==> config.mk <==
export PLATFORM = sky130hd
export DESIGN_NAME = smm_feeder
export DESIGN_NICKNAME = d
export VERILOG_FILES = /design/src/rtl/smm_pkg.sv /design/src/rtl/smm_operand_buf.sv /design/src/rtl/smm_feeder.sv
export SDC_FILE = /design/constraint.sdc
export NUM_CORES = 1
export LEC_CHECK = 0
export CAP_MARGIN = 20
export CORE_MARGIN = 2
export CORE_UTILIZATION = 55
export DETAILED_ROUTE_END_ITERATION = 7
export GPL_TIMING_DRIVEN = 0
export PLACE_DENSITY = 0.74
export SYNTH_ARGS = -nofsm -noshare
export SYNTH_HDL_FRONTEND = slang
export SYNTH_SLANG_ARGS = --single-unit
==> constraint.sdc <==
create_clock -name clk -period 5.42 [get_ports clk]
set_input_delay 1.355 -clock clk [delete_from_list [all_inputs] [get_ports clk]]
set_output_delay 1.355 -clock clk [all_outputs]
set_load 0.005 [all_outputs]
==> src/rtl/smm_pkg.sv <==
// -----------------------------------------------------------------------------
// smm_pkg
// Shared constants and types for the 3x3 systolic matrix-multiply operand
// feeder (smm_feeder) and its operand buffer (smm_operand_buf).
//   BW_DEFAULT   : default operand element width
//   N            : array dimension (3x3)
//   LOAD_BEATS   : beats per job (9 A elements followed by 9 B elements)
//   FEED_WAVES   : skewed waves presented to the array edges
//   FLUSH_CYCLES : zero cycles that drain the 2-deep PU chain
//   state_t      : feeder FSM state encoding
// -----------------------------------------------------------------------------
package smm_pkg;

    localparam int BW_DEFAULT   = 8;
    localparam int N            = 3;
    localparam int LOAD_BEATS   = 2 * N * N;
    localparam int FEED_WAVES   = 2 * N - 1;
    localparam int FLUSH_CYCLES = N;

    // Counter / address widths: beats 0..17, waves 0..4 (flush reuses 0..2).
    localparam int BEAT_W = 5;
    localparam int WAVE_W = 3;

    typedef enum logic [2:0] {
        ST_LOAD,
        ST_CLR,
        ST_FEED,
        ST_FLUSH,
        ST_DONE
    } state_t;

endpackage

==> src/rtl/smm_operand_buf.sv <==
// -----------------------------------------------------------------------------
// smm_operand_buf
// 18-entry register file holding one job: entries 0..8 are A (row-major),
// entries 9..17 are the nine B beats in arrival order. Six combinational
// read ports return the skewed operands for a given wave t:
//   a_rd[i] = A[i][t-i] when 0 <= t-i < N, else 0
//   b_rd[j] = B[t-j][j] when 0 <= t-j < N, else 0
// Configuration macro SMM_FEEDER_BCOLMAJ_EN: B beats arrive column-major,
// so B[r][c] lives at entry 9 + c*N + r instead of 9 + r*N + c.
// Ports:
//   clk        : clock
//   we         : write enable
//   waddr      : write index 0..17
//   wdata      : element to write
//   wave       : wave index t used by the read ports
//   a_rd, b_rd : skewed row / column operands
// -----------------------------------------------------------------------------
module smm_operand_buf
    import smm_pkg::*;
#(
    parameter int BW = BW_DEFAULT
) (
    input  logic              clk,
    input  logic              we,
    input  logic [BEAT_W-1:0] waddr,
    input  logic [BW-1:0]     wdata,
    input  logic [WAVE_W-1:0] wave,
    output logic [BW-1:0]     a_rd [N],
    output logic [BW-1:0]     b_rd [N]
);

    logic [BW-1:0] mem_reg [LOAD_BEATS];

    // Contents are never reset: a fresh job always overwrites every entry
    // before it is read.
    always_ff @(posedge clk) begin
        if (we) begin
            mem_reg[waddr] <= wdata;
        end
    end

    for (genvar gi = 0; gi < N; gi++) begin : g_port
        int                row_off;
        logic [BEAT_W-1:0] a_addr;
        logic [BEAT_W-1:0] b_addr;
        logic [BW-1:0]     a_val;
        logic [BW-1:0]     b_val;

        always_comb begin
            // Distance of this edge position behind the wavefront.
            row_off = int'(wave) - gi;
            a_addr  = '0;
            b_addr  = '0;
            a_val   = '0;
            b_val   = '0;
            if (row_off >= 0 && row_off < N) begin
                a_addr = BEAT_W'(gi * N + row_off);
`ifdef SMM_FEEDER_BCOLMAJ_EN
                b_addr = BEAT_W'(N * N + gi * N + row_off);
`else
                b_addr = BEAT_W'(N * N + row_off * N + gi);
`endif
                a_val  = mem_reg[a_addr];
                b_val  = mem_reg[b_addr];
            end
        end

        assign a_rd[gi] = a_val;
        assign b_rd[gi] = b_val;
    end

endmodule

==> src/rtl/smm_feeder.sv <==
// -----------------------------------------------------------------------------
// smm_feeder
// Loads an 18-beat job (A row-major, then B) over a valid/ready stream and
// feeds the 3x3 systolic array with skewed operands:
//   LOAD (in_ready=1) -> CLR (1, clear pulse) -> FEED (5 waves)
//   -> FLUSH (3 zero cycles) -> DONE (1, done pulse) -> LOAD
// Every output is registered from the next-state value, so outputs line up
// with the state they describe.
// Configuration macro SMM_FEEDER_BCOLMAJ_EN: B beats are column-major
// (handled inside smm_operand_buf).
// Ports:
//   clk      : clock, rising edge
//   rst_n    : synchronous reset, ACTIVE-HIGH despite its name
//   in_valid : operand beat valid
//   in_ready : feeder accepts a beat (LOAD only)
//   in_data  : operand element
//   a_o[0..2]: row operands to the array west edge
//   b_o[0..2]: column operands to the array north edge
//   clear_o  : one-cycle accumulator clear pulse
//   busy_o   : high in CLR, FEED and FLUSH
//   done_o   : one-cycle pulse once the array results are final
// -----------------------------------------------------------------------------
module smm_feeder
    import smm_pkg::*;
#(
    parameter int BW = BW_DEFAULT
) (
    input  logic          clk,
    input  logic          rst_n,
    input  logic          in_valid,
    output logic          in_ready,
    input  logic [BW-1:0] in_data,
    output logic [BW-1:0] a_o [N],
    output logic [BW-1:0] b_o [N],
    output logic          clear_o,
    output logic          busy_o,
    output logic          done_o
);

    state_t            state_reg, state_next;
    logic [BEAT_W-1:0] beat_reg, beat_next;
    logic [WAVE_W-1:0] wave_reg, wave_next;

    logic in_ready_reg;
    logic clear_reg;
    logic busy_reg;
    logic done_reg;
    logic accept;
    logic feed_next;

    logic [BW-1:0] a_rd [N];
    logic [BW-1:0] b_rd [N];

    // in_ready_reg is only ever high in LOAD, so it alone qualifies a beat.
    assign accept    = in_valid && in_ready_reg;
    assign feed_next = (state_next == ST_FEED);

    // wave_reg counts FEED waves 0..4 and is reused to count FLUSH 0..2.
    always_comb begin
        state_next = state_reg;
        beat_next  = beat_reg;
        wave_next  = wave_reg;
        case (state_reg)
            ST_LOAD: begin
                if (accept) begin
                    if (beat_reg == BEAT_W'(LOAD_BEATS - 1)) begin
                        beat_next  = '0;
                        state_next = ST_CLR;
                    end else begin
                        beat_next = beat_reg + 1'b1;
                    end
                end
            end
            ST_CLR: begin
                wave_next  = '0;
                state_next = ST_FEED;
            end
            ST_FEED: begin
                if (wave_reg == WAVE_W'(FEED_WAVES - 1)) begin
                    wave_next  = '0;
                    state_next = ST_FLUSH;
                end else begin
                    wave_next = wave_reg + 1'b1;
                end
            end
            ST_FLUSH: begin
                if (wave_reg == WAVE_W'(FLUSH_CYCLES - 1)) begin
                    wave_next  = '0;
                    state_next = ST_DONE;
                end else begin
                    wave_next = wave_reg + 1'b1;
                end
            end
            ST_DONE: begin
                state_next = ST_LOAD;
            end
            default: begin
                beat_next  = '0;
                wave_next  = '0;
                state_next = ST_LOAD;
            end
        endcase
    end

    always_ff @(posedge clk) begin
        if (rst_n) begin
            state_reg    <= ST_LOAD;
            beat_reg     <= '0;
            wave_reg     <= '0;
            in_ready_reg <= 1'b0;
            clear_reg    <= 1'b0;
            busy_reg     <= 1'b0;
            done_reg     <= 1'b0;
        end else begin
            state_reg    <= state_next;
            beat_reg     <= beat_next;
            wave_reg     <= wave_next;
            in_ready_reg <= (state_next == ST_LOAD);
            clear_reg    <= (state_next == ST_CLR);
            busy_reg     <= (state_next == ST_CLR) || (state_next == ST_FEED) ||
                            (state_next == ST_FLUSH);
            done_reg     <= (state_next == ST_DONE);
        end
    end

    // Reset wins over a coincident accept: the beat is not written.
    smm_operand_buf #(
        .BW (BW)
    ) u_buf (
        .clk   (clk),
        .we    (accept && !rst_n),
        .waddr (beat_reg),
        .wdata (in_data),
        .wave  (wave_next),
        .a_rd  (a_rd),
        .b_rd  (b_rd)
    );

    // Edge operand registers load the wave about to be presented; zero
    // everywhere outside FEED.
    for (genvar gi = 0; gi < N; gi++) begin : g_edge
        logic [BW-1:0] a_reg;
        logic [BW-1:0] b_reg;

        always_ff @(posedge clk) begin
            if (rst_n) begin
                a_reg <= '0;
                b_reg <= '0;
            end else begin
                a_reg <= feed_next ? a_rd[gi] : '0;
                b_reg <= feed_next ? b_rd[gi] : '0;
            end
        end

        assign a_o[gi] = a_reg;
        assign b_o[gi] = b_reg;
    end

    assign in_ready = in_ready_reg;
    assign clear_o  = clear_reg;
    assign busy_o   = busy_reg;
    assign done_o   = done_reg;

endmodule
==> impl_metrics.toml <==
[outcome]
status = "completed"

[yosys]
synth_edf_count = 144
synth.net_count = 1003
netlist-cell-type-count = 67
synthCells = 966
yosys_most_used_dff = "edfxtp_1"
ys_warn_count = 0
yosys.area.top_type = "edfxtp_1"
synthTopCellsByArea = "edfxtp_1, dfxtp_1, mux4_2"
yosysSeqAreaShare_pct = 49.7
ys_ff_latch = 207
synth_top_cell_area_share_pct = 38.4
synth-async-reset-ratio_pct = 0
syn_area_per_cell_um2 = 11.6
netlist_area_mm2 = 0.0112

[cts]
insertion_delay_ns = 0.54
root_buffer = "clkbuf_16"
cts_tree = "yes"
cts_made_buffers = 23
clk_pin_slew_worst_paths_ns = 0.06
h-tree-depth = 1
cts_sinks = 207
ctsHoldBuffers = 0
clk_path_buf_depth = 3

[worst_setup_path]
critPathKind = "flip-flop to flip-flop"
cp-end-kind = "flip-flop"
crit_fanout = 18
reg2reg_slack_ns = 0.14
crit_start = "state_reg[1]"
slowest_delay_ns = 0.86
crit_required_ns = 5.87
critical_path_buf_inv_count = 4
r2r_end = "g_edge[1].b_reg[1]"
worst_path_max_delay_cell = "clkbuf_1"
timing.rr.start = "state_reg[1]"
ff2ff_path_depth = 14
cp.depth = 14
crit_path_start_kind = "flip-flop"
worstPathCellList = "nor2b_1, nand4_1, nand2_1, clkinv_2, clkbuf_4, ha_1, clkbuf_1, nor2_1, clkbuf_1, mux2i_1, mux4_2, mux2i_1, nand2_1, a21oi_1"
worstSetupEndpoint = "g_edge[1].b_reg[1]"
crit_arrival_ns = 5.73
cpLargestDelayFamily = "buffers and inverters"

[placement]
numPortBuffers = 62
dp_hpwl_um = 28300
place_ws_ns = -1.48
place_congestion = 1.03
dp.cells = 1314

[floorplanning]
pin_count = 63
start_util_pct = 55.8
fp-row-count = 52
die_w_um = 147
core_mm2 = 0.0202
dieArea_mm2 = 0.0216
die_h_um = 147

[sta]
fin_skew_ns = 0.0223
fin_setup_tns_ns = 0
fin_crit_ns = 5.28
max_freq_ghz = 0.189
finalCritPeriodShare_pct = 97.4
worstMarginPinSlew_ns = 1.17
setup_violations = 0
finalHoldViolCount = 0
slew_viol_final = 0
maxSlewHeadroom_pct = 21.6
fin_ws_ns = 0.139

[layout]
fin_util_pct = 65.8
final_net_count = 1105
multi_input_area_mm2 = 0.00531
largest_reg_flops = 144
diodes = 0
area_growth_pct = 18.0
num-fill-cells = 1561
final_cells = 1355
drive_gt1_share_pct = 16.6
regArea_mm2 = 0.00559

[detailed_routing]
drc = 0
wl_met1_um = 13900
ant_nets = 0
wl_met3_um = 6070
top_layer_used = "met4"
num_vias = 9223
viasPerCell = 6.81
drt_iter0_drc = 1609
wl_met2_um = 16800
first_pass_iters = 6
routed_wl_um = 39500
wl_per_cell_um = 29.2

[pwr]
powerDensity_mw_per_mm2 = 251
p_leak_nw = 4.73
vdd.ir_drop.worst_mv = 0.265

[grt]
grt_max_degree = 19
grt_pass1_wl_um = 57300
grt.overflow.total = 0
grt_usage_pct = 36.7
grt_pass1_vias = 8767
antenna_found_initial = 0

[worst_hold_path]
holdCritPathClass = "flip-flop to flip-flop"

[flow_run]
maxCapViolations = 0
-- through the flow --
stage | cell area (um2) | hold WS (ns) | power [mW]
floorplan | 11200 | 0.489 | 1.74
global placement | 12200 | 0.519 | 1.77
detailed placement | 12400 | 0.550 | 1.77
CTS | 13200 | 0.572 | 3.33
global route | 13300 | 0.599 | 3.40
finish | 13300 | 0.570 | 3.33
-- cells by family (layout without fill, tap and decap cells) --
| kind of cell | after synthesis | after routing | synth area share [%] |
|---|---|---|---|
| compound gates | 162 | 162 | 10.2 |
| mux | 159 | 159 | 19.5 |
| fa+ha+maj | 26 | 26 | 3.03 |
| buf+inv | 84 | 203 | 3.67 |
| simple gates | 310 | 310 | 12.4 |
| flops | 207 | 207 | 49.7 |
| xor+xnor | 18 | 18 | 1.65 |
-- final cells by class --
type / instances / share of cell area (%)
plain buffers: 61 / 2.76
clock buffers: 30 / 4.84
clock inverters: 12 / 0.990
inverters: 19 / 0.584
multi-input cells: 675 / 40.0
flip-flops and latches: 207 / 42.1
well taps: 270 / 2.55
repair buffers: 81 / 6.17
-- worst min-delay path by stage --
stage,startpoint,endpoint,slack (ns),cells past startpoint
detailed placement,beat_reg[1],beat_reg[1],0.55,2
CTS,beat_reg[1],beat_reg[1],0.57,2
finish,beat_reg[1],beat_reg[1],0.57,2
global route,beat_reg[1],beat_reg[1],0.60,2
floorplan,beat_reg[1],beat_reg[1],0.49,2
global placement,beat_reg[1],beat_reg[1],0.52,2
-- report_power, final --
group          switching [mW]  internal [mW]
clock                   0.651          0.940
sequential            0.00384           1.69
combinational          0.0280         0.0130
-- cells in the final DEF (no fill, tap or decap), types with 23 or more instances in the layout --
| cell type | count |
|---|---|
| edfxtp_1 | 144 |
| dfxtp_1 | 62 |
| mux2i_1 | 94 |
| ha_1 | 23 |
| clkdlybuf4s50_1 | 62 |
| nand3_1 | 37 |
| clkbuf_1 | 30 |
| a21oi_1 | 37 |
| nand2_1 | 146 |
| nor2_1 | 60 |
| clkbuf_16 | 24 |
| mux4_2 | 46 |
-- cells in the mapped netlist (7+ instances only) --
master and n:
a211oi_1 11, a21oi_1 37, a22oi_1 19, a311oi_1 9, a31oi_1 15, and3_1 10, buf_2 22, clkbuf_1 33
dfxtp_1 63, edfxtp_1 144, ha_1 24, inv_1 16, mux2_2 19, mux2i_1 94, mux4_2 46, nand2_1 146
nand3_1 37, nor2_1 60, nor2b_1 8, nor3_1 13, o211ai_1 14, o21ai_0 7, o22ai_1 10, o31ai_1 7
xnor2_1 10
-- worst reg2reg max path, stage by stage, from the launching register on --
cell and delay, ns:
dfxtp_1 0.42, nor2b_1 0.38, nand4_1 0.14, nand2_1 0.30, clkinv_2 0.41, clkbuf_4 0.43, ha_1 0.30, clkbuf_1 0.29
nor2_1 0.34, clkbuf_1 0.86, mux2i_1 0.22, mux4_2 0.50, mux2i_1 0.30, nand2_1 0.15, a21oi_1 0.18
-- timing repair --
item | in CTS | in global routing
gates resized for setup | 26 | 13
pin swaps | 1 | 1
hold endpoints to repair | 0 | 0
setup buffers | 2 | 0
endpoints found under the setup margin | 30 | 24
-- layer usage --
layer	vias to the layer above	track usage, %
li1	3874	-
met1	4365	47.1
met2	801	54.3
met3	183	13.9
met4	0	19.6
met5	-	0
(Power assumes the default switching activity.)
